File: config.mk
export PLATFORM = sky130hd
export DESIGN_NAME = mems_spi_slave_flat
export DESIGN_NICKNAME = d
export VERILOG_FILES = /design/src/rtl/mems_spi_pkg.sv /design/src/rtl/mems_spi_slave_if.sv /design/src/rtl/mems_spi_sync.sv /design/src/rtl/mems_spi_slave.sv /design/src/flat_wrapper.sv
export SDC_FILE = /design/constraint.sdc
export NUM_CORES = 1
export LEC_CHECK = 0
export ABC_AREA = 1
export BUFFER_PORTS_ARGS = -buffer_cell sky130_fd_sc_hd__buf_2
export CAP_MARGIN = 20
export CORE_UTILIZATION = 57
export CTS_CLUSTER_DIAMETER = 120
export CTS_CLUSTER_SIZE = 14
export DETAILED_ROUTE_END_ITERATION = 16
export GPL_ROUTABILITY_DRIVEN = 0
export PLACE_DENSITY = 0.88
export SYNTH_ARGS = -nofsm -noshare
export SYNTH_HDL_FRONTEND = slang
export SYNTH_SLANG_ARGS = --single-unit
File: constraint.sdc
create_clock -name clk -period 1.8 [get_ports clk]
set_clock_uncertainty 0.05 [all_clocks]
set_input_delay 0.36 -clock clk [delete_from_list [all_inputs] [get_ports clk]]
set_output_delay 0.36 -clock clk [all_outputs]
set_load 0.005 [all_outputs]
File: src/rtl/mems_spi_pkg.sv
// rtl/mems_spi_pkg.sv - shared constants and FSM encoding for the MEMS SPI link
// Reused by both ends of the 24-bit command link.
package mems_spi_pkg;

   localparam int MEMS_SPI_WIDTH = 24;
   localparam logic [MEMS_SPI_WIDTH-1:0] MEMS_SPI_IDLE_WORD = '0;

   typedef enum logic [1:0] {
      ST_IDLE    = 2'd0,
      ST_SHIFT   = 2'd1,
      ST_WAIT_CS = 2'd2
   } spi_state_e;

endpackage

File: src/rtl/mems_spi_slave_if.sv
// rtl/mems_spi_slave_if.sv - SPI pins plus reply/command handshake of the MEMS SPI responder
// The slave modport is the responder view; master is the bench/driver view.
interface mems_spi_slave_if
   import mems_spi_pkg::*;
#(
   parameter int WIDTH = MEMS_SPI_WIDTH
);
   logic             sck;
   logic             cs;
   logic             mosi;
   logic             miso;
   logic             miso_oe;
   logic [WIDTH-1:0] tx_data;
   logic             tx_valid;
   logic             tx_ready;
   logic [WIDTH-1:0] rx_data;
   logic             rx_valid;
   logic             busy;
   logic             frame_err;
   logic             tx_underrun;

   modport slave (
      input  sck, cs, mosi, tx_data, tx_valid,
      output miso, miso_oe, tx_ready, rx_data, rx_valid, busy, frame_err, tx_underrun
   );

   modport master (
      output sck, cs, mosi, tx_data, tx_valid,
      input  miso, miso_oe, tx_ready, rx_data, rx_valid, busy, frame_err, tx_underrun
   );
endinterface

File: src/rtl/mems_spi_sync.sv
// rtl/mems_spi_sync.sv - multi-flop synchronizer with edge pulses for an async SPI pin
// Edge pulses compare the synchronized level against one extra delay flop.
module mems_spi_sync #(
   parameter int   STAGES  = 2,
   parameter logic RST_VAL = 1'b0
) (
   input  logic clk,
   input  logic rst,
   input  logic i_d,
   output logic o_q,
   output logic o_rise,
   output logic o_fall
);
   logic [STAGES-1:0] r_sync;
   logic              r_dly;

   always_ff @(posedge clk or negedge rst) begin
      if (!rst) begin
         r_sync <= {STAGES{RST_VAL}};
         r_dly  <= RST_VAL;
      end else begin
         r_sync <= {r_sync[STAGES-2:0], i_d};
         r_dly  <= r_sync[STAGES-1];
      end
   end

   assign o_q    = r_sync[STAGES-1];
   assign o_rise = r_sync[STAGES-1] & ~r_dly;
   assign o_fall = ~r_sync[STAGES-1] & r_dly;
endmodule

File: src/rtl/mems_spi_slave.sv
// rtl/mems_spi_slave.sv - oversampling SPI responder for the 24-bit MEMS command link
// CPOL=0, CS active-low, MSB first; MOSI sampled and MISO advanced on SCK fall.
module mems_spi_slave
   import mems_spi_pkg::*;
#(
   parameter int               WIDTH       = MEMS_SPI_WIDTH,
   parameter int               SYNC_STAGES = 2,
   parameter logic [WIDTH-1:0] IDLE_WORD   = MEMS_SPI_IDLE_WORD
) (
   input  logic              clk,
   input  logic              rst,
   mems_spi_slave_if.slave   bus
);
   localparam int CTR_W = $clog2(WIDTH + 1);

   spi_state_e              r_state, w_state_nxt;
   logic [WIDTH-1:0]        r_hold, r_tx_sh, r_rx_sh, r_rx_data;
   logic                    r_hold_full, r_miso, r_miso_oe;
   logic                    r_rx_valid, r_frame_err, r_underrun;
   logic [CTR_W-1:0]        r_ctr;
   logic [SYNC_STAGES-1:0]  r_mosi_sync;

   logic w_sck_q, w_sck_rise, w_sck_fall, w_cs_q, w_cs_rise, w_cs_fall;
   logic w_start, w_shift, w_done, w_abort, w_release, w_last, w_tx_acc, w_mosi;
   logic w_unused;
   logic [WIDTH-1:0] w_load, w_rx_nxt;

   mems_spi_sync #(.STAGES(SYNC_STAGES), .RST_VAL(1'b0)) u_sck_sync (
      .clk(clk), .rst(rst), .i_d(bus.sck), .o_q(w_sck_q), .o_rise(w_sck_rise), .o_fall(w_sck_fall)
   );
   mems_spi_sync #(.STAGES(SYNC_STAGES), .RST_VAL(1'b1)) u_cs_sync (
      .clk(clk), .rst(rst), .i_d(bus.cs), .o_q(w_cs_q), .o_rise(w_cs_rise), .o_fall(w_cs_fall)
   );
   assign w_unused = ^{w_sck_q, w_sck_rise, w_cs_q};

   // MOSI uses the same depth as SCK so the sampled bit lines up with the detected fall
   always_ff @(posedge clk or negedge rst) begin
      if (!rst) r_mosi_sync <= '0;
      else      r_mosi_sync <= {r_mosi_sync[SYNC_STAGES-2:0], bus.mosi};
   end
   assign w_mosi = r_mosi_sync[SYNC_STAGES-1];

   assign w_last   = (r_ctr == CTR_W'(WIDTH - 1));
   assign w_tx_acc = bus.tx_valid & ~r_hold_full;
   assign w_load   = r_hold_full ? r_hold : IDLE_WORD;
   assign w_rx_nxt = {r_rx_sh[WIDTH-2:0], w_mosi};

   always_ff @(posedge clk or negedge rst) begin
      if (!rst) r_state <= ST_IDLE;
      else      r_state <= w_state_nxt;
   end

   always_comb begin
      w_state_nxt = r_state;
      w_start     = 1'b0;
      w_shift     = 1'b0;
      w_done      = 1'b0;
      w_abort     = 1'b0;
      w_release   = 1'b0;
      unique case (r_state)
         ST_IDLE: begin
            if (w_cs_fall) begin
               w_start     = 1'b1;
               w_state_nxt = ST_SHIFT;
            end
         end
         ST_SHIFT: begin
            // CS rise wins, but a coincident final fall still completes the word
            if (w_cs_rise) begin
               w_state_nxt = ST_IDLE;
               w_release   = 1'b1;
               if (w_sck_fall && w_last) begin
                  w_shift = 1'b1;
                  w_done  = 1'b1;
               end else begin
                  w_abort = 1'b1;
               end
            end else if (w_sck_fall) begin
               w_shift = 1'b1;
               if (w_last) begin
                  w_done      = 1'b1;
                  w_state_nxt = ST_WAIT_CS;
               end
            end
         end
         ST_WAIT_CS: begin
            if (w_cs_rise) begin
               w_release   = 1'b1;
               w_state_nxt = ST_IDLE;
            end
         end
         default: w_state_nxt = ST_IDLE;
      endcase
   end

   always_ff @(posedge clk or negedge rst) begin
      if (!rst) begin
         r_hold      <= '0;
         r_hold_full <= 1'b0;
         r_tx_sh     <= '0;
         r_rx_sh     <= '0;
         r_rx_data   <= '0;
         r_ctr       <= '0;
         r_miso      <= 1'b0;
         r_miso_oe   <= 1'b0;
         r_rx_valid  <= 1'b0;
         r_frame_err <= 1'b0;
         r_underrun  <= 1'b0;
      end else begin
         r_rx_valid  <= 1'b0;
         r_frame_err <= 1'b0;
         r_underrun  <= 1'b0;
         // A word offered in the same cycle as an empty-register frame start waits for the next frame
         if (w_tx_acc) begin
            r_hold      <= bus.tx_data;
            r_hold_full <= 1'b1;
         end else if (w_start) begin
            r_hold_full <= 1'b0;
         end
         if (w_start) begin
            r_tx_sh    <= w_load;
            r_underrun <= ~r_hold_full;
            r_miso     <= w_load[WIDTH-1];
            r_miso_oe  <= 1'b1;
            r_ctr      <= '0;
         end
         if (w_shift) begin
            r_rx_sh <= w_rx_nxt;
            r_tx_sh <= {r_tx_sh[WIDTH-2:0], 1'b0};
            r_miso  <= r_tx_sh[WIDTH-2];
            r_ctr   <= r_ctr + 1'b1;
         end
         if (w_done) begin
            r_rx_data  <= w_rx_nxt;
            r_rx_valid <= 1'b1;
            r_miso     <= 1'b0;
         end
         if (w_release) begin
            r_miso    <= 1'b0;
            r_miso_oe <= 1'b0;
         end
         if (w_abort) r_frame_err <= 1'b1;
      end
   end

   assign bus.miso        = r_miso;
   assign bus.miso_oe     = r_miso_oe;
   assign bus.tx_ready    = ~r_hold_full;
   assign bus.rx_data     = r_rx_data;
   assign bus.rx_valid    = r_rx_valid;
   assign bus.busy        = (r_state != ST_IDLE);
   assign bus.frame_err   = r_frame_err;
   assign bus.tx_underrun = r_underrun;
endmodule
File: src/flat_wrapper.sv
// flat-port wrapper written by rule: the top's interface ports become plain ports
module mems_spi_slave_flat import mems_spi_pkg::*;
#(
   parameter int               WIDTH       = MEMS_SPI_WIDTH,
   parameter int               SYNC_STAGES = 2,
   parameter logic [WIDTH-1:0] IDLE_WORD   = MEMS_SPI_IDLE_WORD
)
  (clk, rst, bus_sck, bus_cs, bus_mosi, bus_tx_data, bus_tx_valid, bus_miso, bus_miso_oe, bus_tx_ready, bus_rx_data, bus_rx_valid, bus_busy, bus_frame_err, bus_tx_underrun);
  mems_spi_slave_if #(.WIDTH(WIDTH)) bus_i ();
  input  logic clk;
  input  logic rst;
  input wire logic [$bits(bus_i.sck)-1:0] bus_sck;
  input wire logic [$bits(bus_i.cs)-1:0] bus_cs;
  input wire logic [$bits(bus_i.mosi)-1:0] bus_mosi;
  input wire logic [$bits(bus_i.tx_data)-1:0] bus_tx_data;
  input wire logic [$bits(bus_i.tx_valid)-1:0] bus_tx_valid;
  output wire logic [$bits(bus_i.miso)-1:0] bus_miso;
  output wire logic [$bits(bus_i.miso_oe)-1:0] bus_miso_oe;
  output wire logic [$bits(bus_i.tx_ready)-1:0] bus_tx_ready;
  output wire logic [$bits(bus_i.rx_data)-1:0] bus_rx_data;
  output wire logic [$bits(bus_i.rx_valid)-1:0] bus_rx_valid;
  output wire logic [$bits(bus_i.busy)-1:0] bus_busy;
  output wire logic [$bits(bus_i.frame_err)-1:0] bus_frame_err;
  output wire logic [$bits(bus_i.tx_underrun)-1:0] bus_tx_underrun;
  assign bus_i.sck = bus_sck;
  assign bus_i.cs = bus_cs;
  assign bus_i.mosi = bus_mosi;
  assign bus_i.tx_data = bus_tx_data;
  assign bus_i.tx_valid = bus_tx_valid;
  assign bus_miso = bus_i.miso;
  assign bus_miso_oe = bus_i.miso_oe;
  assign bus_tx_ready = bus_i.tx_ready;
  assign bus_rx_data = bus_i.rx_data;
  assign bus_rx_valid = bus_i.rx_valid;
  assign bus_busy = bus_i.busy;
  assign bus_frame_err = bus_i.frame_err;
  assign bus_tx_underrun = bus_i.tx_underrun;
  mems_spi_slave #(.WIDTH(WIDTH), .SYNC_STAGES(SYNC_STAGES), .IDLE_WORD(IDLE_WORD)) u_core (.clk(clk), .rst(rst), .bus(bus_i));
endmodule
==> flow_summary.ini <==
[power]
p_int_w = 0.006193
seq_power_share_pct = 41.3
p_total_w = 0.008782
power_density_nw_per_um2 = 1515
swShare_pct = 29.48
peakVddDrop_v = 0.001040
switchingPower_w = 0.002589
p_comb_share_pct = 19.7
power.share.clock_pct = 39.0
leakagePower_nw = 2.851

[sta]
finalCriticalPeriod_ns = 1.749
finalSetupTns_ns = 0
timing_hold_violations_final = 0
maxSlewViolCount = 0
worst_pin_slew_ns = 0.3047
fin_hold_ws_ns = 0.02977
final.period_utilization_pct = 97.18
fmax_mhz = 571.7
setup_ws_ns = 0.05072
setup_viol = 0
timing.slew.headroom_pct = 79.69

[clocking]
clock-sinks = 115
root_buffer = clkbuf_8
cts_made_buffers = 17
clock_tree.buffer_depth = 2
cts_tree = built
clk_pin_slew_ns = 0.06
clock_latency_ns = 0.51
htreeDepth = 4

[synth]
synth_warnings = 0
netlist_area_um2 = 4609
ys_types = 23
ys_ff_latch = 115
syn-instance-count = 450
ys_seq_area_share_pct = 62.51
syn-num-nets = 484
syn_area_per_cell_um2 = 10.24

[routing]
num_vias = 3405
detailedRoute.firstIterationViolations = 186
avgRoutedWirePerCell_um = 15.09
ant_nets = 0
drc = 0
dr.pass1.iters = 6
viasPerCell = 5.354
wirelength_mm = 9.596

[worst_setup_path]
crit_type = reg2out
reg2reg_slack_ns = 0.07
regToRegStartpoint = u_core.r_state[1]
cp_max_fo = 3
cp.arrival_ns = 1.34
worstSetupEndpointType = output pin
reg2regPathDepth = 7
crit_required_ns = 1.39
r2r-end = u_core.r_rx_sh[21]
start_kind = flip-flop

[global_routing]
grt_overflow_total = 0
grtUsageTotal_pct = 23.93
grt_pass1_wl_mm = 15.56
grt_pass1_vias = 3404
grt_max_degree = 54
antenna_found_initial = 0

[place]
dp_hpwl_mm = 5.629
place_area_um2 = 5050
io_buffers = 60
dp_slack_ns = -0.03147

[min_path]
hp-class = in2reg
whs_endpoint = u_core.r_hold[22]
min_from = bus_tx_data[22]
whs_path_depth = 2

[run_status]
status = completed

[floorplanning]
ios = 61
rows = 32
design.core.area_um2 = 7767
die_h_um = 91.93
initial_core_util_pct = 59.34
die_area_um2 = 8450
die_x_um = 91.93

[cells_and_area]
area_growth_syn_to_layout_pct = 25.79
drive_gt1_share_pct = 27.15
num_antenna_cells = 0
final_area_um2 = 5798
final_nets = 555

[job]
cap_violations = 0
## critical path, cell delays in order, from the launching register on
cell	delay, ns
dfrtp_1	0.39
inv_1	0.12
ha_4	0.15
inv_1	0.05
buf_2	0.12
## placed cells by master, fill, tap and decap left out, types with 2 or more instances in the layout
cell type	count
inv_1	37
nand3_1	72
buf_4	5
clkinv_4	3
dfrtp_1	112
o21ai_1	18
nand2_2	2
buf_12	7
inv_2	4
dfstp_2	3
dlygate4sd3_1	4
xor2_1	2
a21oi_1	3
ha_1	3
nand3_2	2
inv_6	8
o21ai_0	36
bufinv_16	3
nand2_1	93
buf_2	59
nor2_1	7
clkbuf_16	18
mux2_2	24
## cells by family (layout without fill, tap and decap cells)
group                      after synthesis  count (layout)  share of synthesized area [%]
xor gates and xnor gates                 3               3                         0.5701
adders and majority gates                4               4                          1.086
AOI/OAI and AO/OA                       58              58                          6.298
buffers and inverters                   67             151                          6.596
muxes                                   24              24                          5.863
and+or+nand+nor                        179             179                          17.07
DFF                                    115             115                          62.51
## what timing repair did
action	4_1_cts	5_1_grt
hold buffers	4	0
resized for setup	4	4
setup endpoints to repair	25	30
hold endpoints to repair	94	0
pin swaps	1	1
cloned	0	2
setup buffers	1	1
## sequential cells by signal, indices dropped and copies added, names as in the netlist, 2 cells and up
register	cells
u_core.r_ctr	5
u_core.u_cs_sync.r_sync	2
u_core.bus.rx_data	24
u_core.u_sck_sync.r_sync	2
u_core.r_rx_sh	23
u_core.r_hold	24
u_core.r_tx_sh	23
u_core.r_state	2
u_core.r_mosi_sync	2
## Yosys cell counts, drive strengths merged
cell type	number	area share [%]
dfrtp	112	61
nand2	96	8.0
nand3	74	8.3
o21ai	54	5.9
inv	41	3.3
mux2	24	5.9
buf	17	2.5
clkbuf	8	0.65
nor2	8	0.71
a21oi	4	0.43
ha	4	1.1
dfstp	3	1.7
xor2	2	0.38
clkinv	1	0.11
nand4	1	0.14
xnor2	1	0.19
## power by group through the flow
| stage | sequential [W] | combinational [W] | clock [W] |
|---|---|---|---|
| final | 0.00363 | 0.00173 | 0.00342 |
| after global routing | 0.00369 | 0.00192 | 0.00359 |
| after CTS | 0.00361 | 0.00162 | 0.00347 |
| after detailed placement | 0.00363 | 0.00156 | 0 |
| after global placement | 0.00362 | 0.00143 | 0 |
| after floorplan | 0.00353 | 0.00117 | 0 |
## per-stage QoR
step / utilization (%) / std cells
floorplan: - / 450
global placement: 65.01 / 596
detailed placement: 65.01 / 596
CTS: 73.58 / 633
global route: 74.65 / 636
finish: 74.65 / 636
## layer usage
layer  GRT usage, %  wire [um]
met1          29.13       3962
met2          41.48       5113
met3          6.302        407
met4          7.813        112
met5              0          0
## worst max-delay path by stage
stage                           start            endpoint  slack, ns  cells past startpoint
floorplan             u_core.r_ctr[0]  u_core.r_tx_sh[11]       0.26                     11
global placement      u_core.r_ctr[0]  u_core.r_tx_sh[13]        0.1                      9
detailed placement    u_core.r_ctr[0]     u_core.r_ctr[4]      -0.03                      9
CTS                 u_core.r_state[1]            bus_busy      0.005                      4
global route        u_core.r_state[0]   u_core.r_tx_sh[4]     -0.002                      9
finish              u_core.r_state[1]            bus_busy       0.05                      4
## area by class of cell
cell class	count	area, um2
inverters	42	165.2
fillers	519	1969
clock buffers	17	414.1
repair buffers	77	563.0
multi-input cells	268	1453
flip-flops and latches	115	2882
clock inverters	15	193.9
well taps	102	127.6
Note: power is estimated with default switching activity, not from simulation.
